### src/rtl/alu_sweep_ctrl.sv
// Drives an opcode sweep into an external ALU, holds operands for SETTLE cycles, captures y and hands each result to a consumer.
// Latency: SETTLE+1 cycles per result; backpressure: res_valid/res_data/res_op hold in WAIT until res_ready.
module alu_sweep_ctrl #(
   parameter int SETTLE = 1
) (
   input  logic       clk,
   input  logic       rst_n,
   input  logic       start,
   input  logic       abort,
   input  logic [3:0] a_in,
   input  logic [3:0] b_in,
   input  logic [3:0] op_first,
   input  logic [3:0] op_last,
   output logic [3:0] a,
   output logic [3:0] b,
   output logic [3:0] s,
   input  logic [7:0] y,
   output logic       res_valid,
   input  logic       res_ready,
   output logic [7:0] res_data,
   output logic [3:0] res_op,
   output logic [4:0] res_count,
   output logic [7:0] checksum,
   output logic       busy,
   output logic       done
);

   localparam logic [1:0] ST_IDLE  = 2'd0;
   localparam logic [1:0] ST_DRIVE = 2'd1;
   localparam logic [1:0] ST_WAIT  = 2'd2;
   localparam logic [1:0] ST_DONE  = 2'd3;

   localparam logic [3:0] SETTLE_C = 4'(SETTLE);

   logic [1:0] state_q, state_d;
   logic [3:0] a_q, a_d, b_q, b_d, s_q, s_d, last_q, last_d;
   logic [3:0] cnt_q, cnt_d;
   logic       res_valid_q, res_valid_d;
   logic [7:0] res_data_q, res_data_d;
   logic [3:0] res_op_q, res_op_d;
   logic [4:0] res_count_q, res_count_d;
   logic [7:0] checksum_q, checksum_d;
   logic       done_q, done_d;

   always_comb begin
      state_d     = state_q;
      a_d         = a_q;
      b_d         = b_q;
      s_d         = s_q;
      last_d      = last_q;
      cnt_d       = cnt_q;
      res_valid_d = res_valid_q;
      res_data_d  = res_data_q;
      res_op_d    = res_op_q;
      res_count_d = res_count_q;
      checksum_d  = checksum_q;
      done_d      = 1'b0;
      case (state_q)
         ST_IDLE: begin
            // abort beats start when both arrive in IDLE
            if (start && !abort) begin
               a_d         = a_in;
               b_d         = b_in;
               s_d         = op_first;
               last_d      = op_last;
               cnt_d       = SETTLE_C;
               res_count_d = 5'd0;
               checksum_d  = 8'd0;
               state_d     = ST_DRIVE;
            end
         end
         ST_DRIVE: begin
            if (abort) begin
               state_d = ST_IDLE;
            end else if (cnt_q == 4'd1) begin
               res_data_d  = y;
               res_op_d    = s_q;
               res_valid_d = 1'b1;
               state_d     = ST_WAIT;
            end else begin
               cnt_d = cnt_q - 4'd1;
            end
         end
         ST_WAIT: begin
            // an abort discards a result handshaking on the same edge
            if (abort) begin
               res_valid_d = 1'b0;
               state_d     = ST_IDLE;
            end else if (res_ready) begin
               res_valid_d = 1'b0;
               checksum_d  = checksum_q + res_data_q;
               res_count_d = res_count_q + 5'd1;
               if (s_q == last_q) begin
                  state_d = ST_DONE;
               end else begin
                  s_d     = s_q + 4'd1;
                  cnt_d   = SETTLE_C;
                  state_d = ST_DRIVE;
               end
            end
         end
         default: begin
            done_d  = !abort;
            state_d = ST_IDLE;
         end
      endcase
   end

   always_ff @(posedge clk) begin
      if (!rst_n) begin
         state_q     <= ST_IDLE;
         a_q         <= 4'd0;
         b_q         <= 4'd0;
         s_q         <= 4'd0;
         last_q      <= 4'd0;
         cnt_q       <= 4'd0;
         res_valid_q <= 1'b0;
         res_data_q  <= 8'd0;
         res_op_q    <= 4'd0;
         res_count_q <= 5'd0;
         checksum_q  <= 8'd0;
         done_q      <= 1'b0;
      end else begin
         state_q     <= state_d;
         a_q         <= a_d;
         b_q         <= b_d;
         s_q         <= s_d;
         last_q      <= last_d;
         cnt_q       <= cnt_d;
         res_valid_q <= res_valid_d;
         res_data_q  <= res_data_d;
         res_op_q    <= res_op_d;
         res_count_q <= res_count_d;
         checksum_q  <= checksum_d;
         done_q      <= done_d;
      end
   end

   assign a         = a_q;
   assign b         = b_q;
   assign s         = s_q;
   assign res_valid = res_valid_q;
   assign res_data  = res_data_q;
   assign res_op    = res_op_q;
   assign res_count = res_count_q;
   assign checksum  = checksum_q;
   assign busy      = (state_q != ST_IDLE);
   assign done      = done_q;

endmodule

### config.mk
export PLATFORM = sky130hd
export DESIGN_NAME = alu_sweep_ctrl
export DESIGN_NICKNAME = d
export VERILOG_FILES = /design/src/rtl/alu_sweep_ctrl.sv
export SDC_FILE = /design/constraint.sdc
export NUM_CORES = 1
export LEC_CHECK = 0
export CORE_MARGIN = 4
export CORE_UTILIZATION = 30
export DETAILED_ROUTE_END_ITERATION = 12
export PLACE_DENSITY = 0.56
export REMOVE_ABC_BUFFERS = 1
export SYNTH_ARGS = -nofsm -noshare
export SYNTH_HDL_FRONTEND = slang
export SYNTH_SLANG_ARGS = --single-unit
### constraint.sdc
create_clock -name clk -period 1.8 [get_ports clk]
set_input_delay 0.18 -clock clk [delete_from_list [all_inputs] [get_ports clk]]
set_output_delay 0.18 -clock clk [all_outputs]
set_load 0.01 [all_outputs]
Word-level counts from Yosys, hierarchy flattened
Cells that the tools add are included.
- bits in registers: 49
- latch bits: 0
- bits in writable memories: 0
- bits in read-only memories: 0
- output and inout bits: 40
- memories kept: 0
- $add $sub $neg: 4
- $mul: 0
- div/mod/pow operators: 0
- order comparisons: 0
- eq/ne operators: 13
- shifts and indexed selects: 0
- multiplexer cells: 32
- bitwise gates (word level): 2
- reduce and logical (&&, ||, !) cells: 15
- operators by type and width (operator ; count):
    two-way mux 4 bit ; 10
    two-way mux 8 bit ; 3
    case mux 8 bit (2 select lines) ; 1
    two-way mux 5 bit ; 3
    inequality test 2 bit (second input constant) ; 7
    two-way mux 2 bit ; 6
    case mux 4 bit (3 select lines) ; 1
    case mux 5 bit (2 select lines) ; 1
    adder 8 bit ; 1
    case mux 4 bit (2 select lines) ; 1
    AND reduction 4 bit ; 2
    AND reduction 7 bit ; 1
    inequality test 3 bit (second input constant) ; 2
    case mux 2 bit (3 select lines) ; 1
    AND reduction 3 bit ; 2
    nonzero test 2 bit ; 3
    adder 5 x 1 -> 5 bit (second input constant) ; 1
    AND reduction 5 bit ; 1
    adder 4 x 1 -> 4 bit (second input constant) ; 1
    equality test 4 x 1 -> 1 bit (second input constant) ; 1
    equality test 4 bit ; 1
    two-way mux 1 bit ; 4
    OR reduction 4 bit ; 1
    subtractor 4 x 1 -> 4 bit (second input constant) ; 1
    9 further kinds ; 10

Logic depth before layout (Yosys ltp)
- depth in word-level cells: 5
- gate-level depth with buffers: 9
- gate-level depth less buffers: 8

Worst setup path before layout
No wires, ideal clock.
- path kind: register to register
- start: reg res_data_q[0] (netlist: res_data[0])
- end: reg checksum_q[6] (netlist: checksum[6])
- library setup time: 0.122 ns
- arrival time: 1.771 ns
- data required time: 1.678 ns
- slack: -0.093 ns
- cell stages (with the launch flop): 9
- path buffers: 0
- cell sequence: dfxtp_1 > ha_1 > fa_1 > a21o_1 > a21oi_1 > o21bai_1 > a21oi_1 > xor2_1 > o21ai_0
- word-level cells in the longest chain between the ends: 4
- RTL lines (what ; line ; text):
    start: declaration ; 39 ; logic [7:0] res_data_q, res_data_d;
    start signal: assignment ; 131 ; res_data_q <= res_data_d;
    adder 8 bit ; 91 ; checksum_d = checksum_q + res_data_q;
    two-way mux 8 bit ; 89 ; end else if (res_ready) begin
    two-way mux 8 bit ; 86 ; if (abort) begin
    case mux 8 bit (2 select lines) ; 58 ; case (state_q)
    end signal: assignment ; 134 ; checksum_q <= checksum_d;
    end: declaration ; 42 ; logic [7:0] checksum_q, checksum_d;
No other way between the ends. The select of a mux whose other input is x is not followed.
A chain may end at the register's enable or synchronous reset.

Final worst setup path
Ends and elaborated chain as after synthesis.

==> run metrics <==
WP data required about 2.0 ns; Worst Tran Pin Value 0.407 ns; Ys Warns 0; cell area after technology mapping around 0.0025 mm2; CP Class register to register; WL final around 6400 um; die width 99.7 um; hold depth 3; fraction of registers with async set/reset 0%; share of cells above drive strength 1 15.0%; Fin. Hold Viols 0; grt ovf 0; root buf cell clkbuf_8; Post-Synth Adder-Cell Area 8.24%; Crit. End Element register; clk slew on worst S/H paths 0.10 ns; DRT antenna net count 0; TritonCTS clock tree yes; area of the multi-input gates between 0.001 and 0.0015 mm2; final worst slack about 0.036 ns; initial antenna violation count 0; r2r worst-path depth 8; Static Leak between 0.001 and 0.0015 uW; largest net degree at the start of global routing 53; initial DRC count roughly 110; vias in the first global route 2255; Core ar. around 0.0082 mm2; IO buf count slightly below 70; Worst Hold Class input pin to register; Final Cycle Share 98.0%; top_reg_cell synth dfxtp_1; Startpoint Class register; Via density between 4 and 5; die area a little under 0.01 mm2; CP Data Arrival Time 1.96 ns; Crit path depth 8; wire per inst roughly 13 um; Worst slew margin approximately 73%; CP Cell Sequence ha_4, fa_2, a21o_1, a21oi_2, o21bai_1, a21oi_1, xor2_1, o21ai_1; CTS Buffer Depth 2; status complete, no violations; PwrDens 787 mW/mm2; first-pass GRT wire length 10100 um; Area growth, synth to finish 46.4%; CTS buffer count 5; final net count 431; RSZ-0062 raised after global routing true; Top-Level Pins a little under 70; # diodes 0; dpl hpwl around 4600 um; Slowest-stage cell, CP dfxtp_2; leading cell type in the layout, fill and taps excluded clkdlybuf4s50_1; library cells used by synthesis 48; commonest cells after routing, fill and taps aside 67 x clkdlybuf4s50_1, 63 x nand2_1, 46 x dfxtp_1; main combinational cell family by area after synthesis simple AND/OR/NAND/NOR gates; Pre-Repair DR Iteration Count 4; hold buffers post-CTS 0; Initial Utilization 30.8%; crit-path max FO 2; vias around 2300; filler cell count roughly 820; max_cap viols 0; VDD IR max 0.000509 V; Synth Area in Compound Gates roughly 20%; insertion delay to the later sink of the worst-skew pair 0.30 ns; Final setup viols 0; Site Rows 33; fmax ~0.57 GHz; post-synthesis cell count about 300; Post-synth EDFFs 0; die height 99.7 um; Max H-tree Level 2; Sink Count around 50; multiplexer area fraction after synthesis approximately 2%; Tmin final 1.76 ns; Final Util 45.1%; Layout Skew 0.00804 ns; CP top delay family compound AO/OA/AOI/OAI gates; Tot GR Track Use about an eighth; Slew Limit Fails 0; Register Area 987 um2; register area share after synthesis about 39%; CP max stage delay between 0.3 and 0.4 ns; GPL Wtd Cong 0.836; #FFs+latches synth between 40 and 50; WP buf/inv 0; post-synthesis simple-gate area fraction around 22%; Synth Area in XOR/XNOR about 4.2%; Mapped Avg Cell Area ~8.5 um2; Min Hold Slack 0.427 ns; pre-CTS WS -0.0888 ns; Residual DRC 0
registers in the layout, indices dropped and copies added, names as in the netlist:
signal     flops
checksum       8
res_data       8
res_count      5
a              4
b              4
cnt_q          4
last_q         4
res_op         4
s              4
state_q        2
done           1
res_valid      1
metrics by stage:
step | power (uW) | cell area [um2] | setup TNS [ns] | std cells
floorplan | 1660 | 2460 | -0.146 | 282
global placement | 2060 | 3490 | -0.0736 | 483
detailed placement | 2070 | 3490 | -0.0888 | 483
CTS | 2920 | 3620 | 0 | 491
global route | 3080 | 3690 | -0.0746 | 492
finish | 2900 | 3690 | 0 | 492
cells by family (layout without fill, tap and decap cells):
kind of cell	count (synthesis)	count (layout)
AO/OA/AOI/OAI	72	72
XOR/XNOR	12	12
adder cells (fa/ha/maj)	16	16
buffers and inverters	25	117
flip-flops	49	49
multiplexers	5	5
AND/OR/NAND/NOR	116	116
worst reg2reg max path, delay by kind of cell (launching register included):
kind                       cells  cell delay (ns)
xor gates and xnor gates       1             0.16
AOI/OAI and AO/OA              5             0.65
DFF                            1             0.35
adders and majority gates      2             0.50
area by class of cell:
type | count | area share [%]
tap | 105 | 3.56
inverter | 12 | 1.22
multi-input combinational | 221 | 40.5
timing repair buffer | 97 | 24.7
clock buffer | 6 | 2.24
sequential | 49 | 26.8
clock inverter | 2 | 1.02
timing repair:
action	in CTS	in global routing
setup endpoints to repair	3	16
setup buffers	0	1
pin swaps	1	2
resized for setup	5	17
path summary, 6_finish.rpt:
kind | endpoint | slack, ns | startpoint
worst min-delay path | res_data[4] | 0.43 | y[4]
worst min register to register | a[0] | 0.47 | a[0]
worst max register to register | checksum[6] | 0.04 | res_data[0]
worst max-delay path | checksum[6] | 0.04 | res_data[0]
power breakdown:
group	internal [uW]	switching [uW]	leakage [uW]
Combinational	439	435	0.000994
Sequential	1150	45.2	0.000399
Clock	452	378	0.0000574
synth_stat cells (2+ instances only):
cell type  count  area share, %
and3_1         2           0.50
mux2i_1        4            1.6
ha_1          15            7.4
o22ai_1        2           0.50
clkbuf_1       8            1.2
xnor2_1        2           0.70
dfxtp_1       49             39
o21bai_1       2           0.60
nor2_1        11            1.6
o211a_1        2           0.79
nor2b_1       11            2.7
o21ai_0        9            1.8
a21boi_0      25            7.4
nor3_1         3           0.60
buf_2          4           0.79
nand2_1       63            9.4
nand3b_1       3           0.89
nand3_1        6            1.2
a21boi_1       3           0.89
inv_1         11            1.6
xor2_1        10            3.5
nand4_1        3           0.74
a21oi_1        9            1.8
nand2b_1       6            1.5
a22oi_1        7            2.1
a21o_1         3           0.89
layer usage:
layer | wire, um | part of all wire (%) | vias up | global-route usage, %
li1 | - | - | 1190 | -
met1 | 2870 | 45 | 1041 | 15.0
met2 | 2940 | 46 | 61 | 21.4
met3 | 480 | 7.6 | 6 | 4.28
met4 | 57 | 0.90 | 0 | 3.15
met5 | 0 | 0 | - | 0
No activity file was read; power rests on OpenSTA's default activity.
